$ cat src/rtl/simon_core_arbiter.sv
// simon_core_arbiter: round-robin sharing of one iterative SIMON core
// between two block-cipher clients. One block in flight at a time; the
// core's sticky doneData is absorbed by a CLEAR state, and a watchdog
// turns a hung core into an error response instead of a deadlock.
module simon_core_arbiter #(
    parameter int N  = 16,
    parameter int T  = 32,
    parameter int WD = T + 8,
    parameter int Wb = 6
) (
    input  logic                clk,
    input  logic                R,
    input  logic [1:0]          req_valid,
    input  logic [1:0]          req_enc_dec,
    input  logic [1:0][2*N-1:0] req_data,
    output logic [1:0]          req_ready,
    output logic [1:0]          rsp_valid,
    input  logic [1:0]          rsp_ready,
    output logic [2*N-1:0]      rsp_data,
    output logic                rsp_err,
    output logic                core_newData,
    output logic                core_readData,
    output logic                core_enc_dec,
    output logic [2*N-1:0]      core_plain,
    input  logic                core_doneData,
    input  logic                core_doneKey,
    input  logic [2*N-1:0]      core_cipher
);
    typedef enum logic [2:0] {
        S_IDLE, S_ISSUE, S_CLEAR, S_BUSY, S_RETURN
    } state_t;

    localparam logic [Wb-1:0] WD_LIM = Wb'(WD);

    state_t         r_state;
    logic           r_sel;
    logic           r_last;
    logic           r_enc;
    logic           r_newData;
    logic           r_err;
    logic [1:0]     r_rsp_valid;
    logic [2*N-1:0] r_plain;
    logic [2*N-1:0] r_rsp_data;
    logic [Wb-1:0]  r_wd;

    logic           w_grant;
    logic           w_gnt;
    logic           w_wd_hit;
    logic [Wb-1:0]  w_wd_next;

    // Grant decode: single requester wins outright, a tie goes to the one not served last.
    always_comb begin
        w_gnt     = (req_valid == 2'b11) ? ~r_last : req_valid[1];
        w_grant   = (r_state == S_IDLE) && core_doneKey && (|req_valid) && !R;
        req_ready = 2'b00;
        if (w_grant) req_ready[w_gnt] = 1'b1;
    end

    // Saturating watchdog increment and its abort threshold.
    always_comb begin
        w_wd_next = (r_wd == {Wb{1'b1}}) ? r_wd : r_wd + Wb'(1);
        w_wd_hit  = (w_wd_next == WD_LIM);
    end

    // readData is the same-cycle acknowledge of doneData, so it cannot be registered.
    assign core_readData = (r_state == S_BUSY) && core_doneData && !R;
    assign core_newData  = r_newData;
    assign core_enc_dec  = r_enc;
    assign core_plain    = r_plain;
    assign rsp_valid     = r_rsp_valid;
    assign rsp_data      = r_rsp_data;
    assign rsp_err       = r_err;

    // Arbiter FSM with registered outputs; captured block stays on core_plain until the next grant.
    always_ff @(posedge clk) begin
        if (R) begin
            r_state     <= S_IDLE;
            r_sel       <= 1'b0;
            r_last      <= 1'b1;
            r_enc       <= 1'b0;
            r_newData   <= 1'b0;
            r_err       <= 1'b0;
            r_rsp_valid <= 2'b00;
            r_plain     <= '0;
            r_rsp_data  <= '0;
            r_wd        <= '0;
        end else begin
            r_newData <= 1'b0;
            case (r_state)
                S_IDLE: begin
                    if (w_grant) begin
                        r_plain   <= req_data[w_gnt];
                        r_enc     <= req_enc_dec[w_gnt];
                        r_sel     <= w_gnt;
                        r_last    <= w_gnt;
                        r_newData <= 1'b1;
                        r_state   <= S_ISSUE;
                    end
                end
                S_ISSUE: begin
                    r_wd    <= '0;
                    r_state <= S_CLEAR;
                end
                S_CLEAR, S_BUSY: begin
                    r_wd <= w_wd_next;
                    if (r_state == S_BUSY && core_doneData) begin
                        // a real completion beats a watchdog expiring in the same cycle
                        r_rsp_data  <= core_cipher;
                        r_err       <= 1'b0;
                        r_rsp_valid <= {r_sel, ~r_sel};
                        r_state     <= S_RETURN;
                    end else if (w_wd_hit) begin
                        r_rsp_data  <= '0;
                        r_err       <= 1'b1;
                        r_rsp_valid <= {r_sel, ~r_sel};
                        r_state     <= S_RETURN;
                    end else if (r_state == S_CLEAR && !core_doneData) begin
                        r_state <= S_BUSY;
                    end
                end
                S_RETURN: begin
                    if (rsp_ready[r_sel]) begin
                        r_rsp_valid <= 2'b00;
                        r_state     <= S_IDLE;
                    end
                end
                default: r_state <= S_IDLE;
            endcase
        end
    end
endmodule

$ cat config.mk
export PLATFORM = sky130hd
export DESIGN_NAME = simon_core_arbiter
export DESIGN_NICKNAME = d
export VERILOG_FILES = /design/src/rtl/simon_core_arbiter.sv
export SDC_FILE = /design/constraint.sdc
export NUM_CORES = 1
export LEC_CHECK = 0
export ABC_AREA = 1
export CAP_MARGIN = 10
export CORE_UTILIZATION = 42
export CTS_CLUSTER_SIZE = 24
export DETAILED_ROUTE_END_ITERATION = 8
export PLACE_DENSITY = 0.85
export RECOVER_POWER = 100
export SETUP_SLACK_MARGIN = 0.2
export SLEW_MARGIN = 20
export SYNTH_ARGS = -nofsm -noshare
export SYNTH_HDL_FRONTEND = slang
export SYNTH_SLANG_ARGS = --single-unit
$ cat constraint.sdc
create_clock -name clk -period 2.4 [get_ports clk]
set_input_delay 0.36 -clock clk [delete_from_list [all_inputs] [get_ports clk]]
set_output_delay 0.36 -clock clk [all_outputs]
set_load 0.02 [all_outputs]
==> impl_results.md <==
- Initial antenna violation count: 0
- Largest net degree at the start of global routing: 45
- H-tree Lvls: 3
- Via density per instance: 5.02
- Top Family by Delay on Critical Path: buffers and inverters
- Max_cap viols: 0
- First-pass DRT Iterations: 6
- YS warnings: 0
- Vias: 3627
- Total Power: 0.00367 W
- Flip-flop and latch count after synthesis: 80
- EDFF count, synth: 0
- Clock-pin slew of the registers on the worst-case setup and hold paths: 0.08 ns
- Final period util: 87.2%
- Most frequent cell after synthesis: nand2_1
- Crit-path cells: inv_1, nor2_4, inv_2, nor3_2, inv_2, nor2_4, clkdlybuf4s25_1
- Mean Syn Cell Area: 7.47 µm²
- Site row count: 32
- Outcome: completed
- Final Setup Violations: 0
- Fillers: 643
- Root Driver: clkbuf_8
- Final worst slack: 0.307 ns
- Routed Antenna Nets: 0
- Routed len/inst: 14.3 µm
- Clk_skew: 0.0127 ns
- Post-Synthesis Cell Area: 0.00331 mm²
- Worst slew pin tran: 0.747 ns
- Fmax: 478 MHz
- TritonCTS Buffers: 9
- Dpl ws: 0.111 ns
- Unrepaired setup endpoints after global routing: no
- Share of the synthesized area in the top cell type: 48.4%
- Leading area contributor after synthesis: dfxtp_1
- Initial Util: 43.1%
- Syn nets: 550
- Crit-path max FO: 5
- Ant diodes: 0
- Final nets: 723
- Layout overhead on the synthesized area: 61.1%
- Sequential-to-total area share from yosys stat: 48.4%
- Max Slew Vio Count: 0
- Synth top area cells: dfxtp_1, nand2_1, nand3_1
- Die H: 90.8 µm
- Core Area: 0.00769 mm²
- Post-CTS setup buffer count: 0
- I/O Pins: 178
- Detail Placement HPWL: 7480 µm
- Critical Path AT: 1.73 ns
- DR iter-0 viols: 158
- Vias in the first global route: 3606
- Grt ovf: 0
- Synth Instances: 443
- First-pass GRT wire length: 16900 µm
- CP peak stage delay: 0.42 ns
- Crit-path slowest cell: dfxtp_1
- Setup TNS: 0 ns
- Peak supply drop: 0.461 mV
- CTS tree: done
- Final Hold Fails: 0
- Clock Tree Buf Depth: 2
- GRT Total Usage: 25.6%
- Remaining DRCs: 0
- Rel. slew slack: 50.2%
- Clk_lat worst skew: 0.35 ns
- Placer Congestion: 0.856
- Min-delay worst type: primary input to flop
- Ys async rst share: 0%
- P_leak: 2.32 nW
- Final wirelength: 10400 µm
- Worst endpoint required time: 2.04 ns
- CTS Sinks: 80
- Min Tclk post-route: 2.09 ns
- Crit Path Category: flop to output pin
- Share of layout cells above drive strength 1: 5.96%
- Pwr dens: 689 mW/mm²
- Crit end category: output pin
- Main synth FF type: dfxtp_1
- IO buf count: 177
- Chip width: 90.8 µm
- CP Buf/Inv Count: 4
- Startpoint Class: flop
- Post-synth top cells: nand2_1, dfxtp_1, nand3_1
- Distinct cells, synth: 28
- Die area: 0.00824 mm²
repair_timing:
item / 4_1_cts / 5_1_grt
gates resized for setup: 3 / 1
pin swaps: 0 / 0
setup endpoints to repair: 3 / 1
gates cloned: 0 / 0
hold endpoints to repair: 0 / 0
hold buffers: 0 / 0
logic make-up after synthesis:
group	after synthesis	share of synthesized area (%)
flip-flops	80	48.4
AND/OR/NAND/NOR	265	33.8
buffers and inverters	41	6.92
adder cells (fa/ha/maj)	1	0.378
AO/OA/AOI/OAI	56	10.5
final timing paths:
check                                               start                   endpoint  slack, ns  cells after the start
worst min register to register  rsp_data[22]$_SDFFE_PP0P_  rsp_data[22]$_SDFFE_PP0P_       0.46                      2
worst min-delay path                                    R    core_newData$_SDFF_PP0_       0.40                      4
worst max-delay path              r_state[1]$_SDFFE_PP0P_              core_readData       0.31                      7
worst max register to register       r_wd[0]$_SDFFE_PP0P_   rsp_data[3]$_SDFFE_PP0P_       0.37                     12
registers in the layout (all words and copies together) (netlist names):
| name | flops |
|---|---|
| rsp_valid | 2 |
| core_newData | 1 |
| rsp_err | 1 |
| r_last | 1 |
| core_enc_dec | 1 |
| r_wd | 6 |
| rsp_data | 32 |
| r_state | 3 |
| r_sel | 1 |
| core_plain | 32 |
placed cells by master (no fill, tap or decap), drive strengths merged, types with 2 or more instances in the layout:
cell	instances
a211oi	2
a21oi	13
a31oi	34
buf	6
bufinv	3
clkbuf	13
clkdlybuf4s50	104
dfxtp	80
dlygate4sd2	2
dlygate4sd3	69
inv	19
nand2	202
nand3	43
nor2	17
nor3	2
o211ai	2
o21ai	3
through the flow:
| step | instance area (µm²) | utilization, % | hold slack, ns | std cells |
|---|---|---|---|---|
| 3_3_place_gp | 5100 | 66.4 | 0.452 | 707 |
| 6_report | 5340 | 69.4 | 0.399 | 723 |
| 4_1_cts | 5350 | 69.6 | 0.400 | 723 |
| 5_1_grt | 5340 | 69.4 | 0.405 | 723 |
| 3_5_place_dp | 5100 | 66.4 | 0.456 | 707 |
| 2_1_floorplan | 3310 | - | 0.442 | 443 |
metal layers:
layer | track usage [%] | part of all wire (%) | vias up
li1 | - | - | 1800
met1 | 28.8 | 40 | 1649
met2 | 43.4 | 49 | 136
met3 | 6.65 | 5.9 | 42
met4 | 15.5 | 4.8 | 0
met5 | 0 | 0 | -
where the power goes:
group / internal, W / switching, W / leakage [nW] / total, W
Clock: 0.000725 / 0.000513 / 0.123 / 0.00124
Combinational: 0.000413 / 0.000504 / 1.55 / 0.000918
Sequential: 0.00144 / 0.0000743 / 0.648 / 0.00152
worst min-delay path: stages:
cell	delay (ns)
buf_2	0.14
inv_2	0.06
o211ai_2	0.07
nor2_1	0.06
final cells by class:
type	count	area, µm²	share of cell area [%]
multi-input combinational	322	1470	27.6
inverter	18	67.6	1.27
sequential	80	1600	30.0
clock inverter	6	115	2.16
clock buffer	10	138	2.58
timing repair buffer	185	1820	34.0
tap	102	128	2.39
Note: power is estimated with default switching activity, not from simulation.
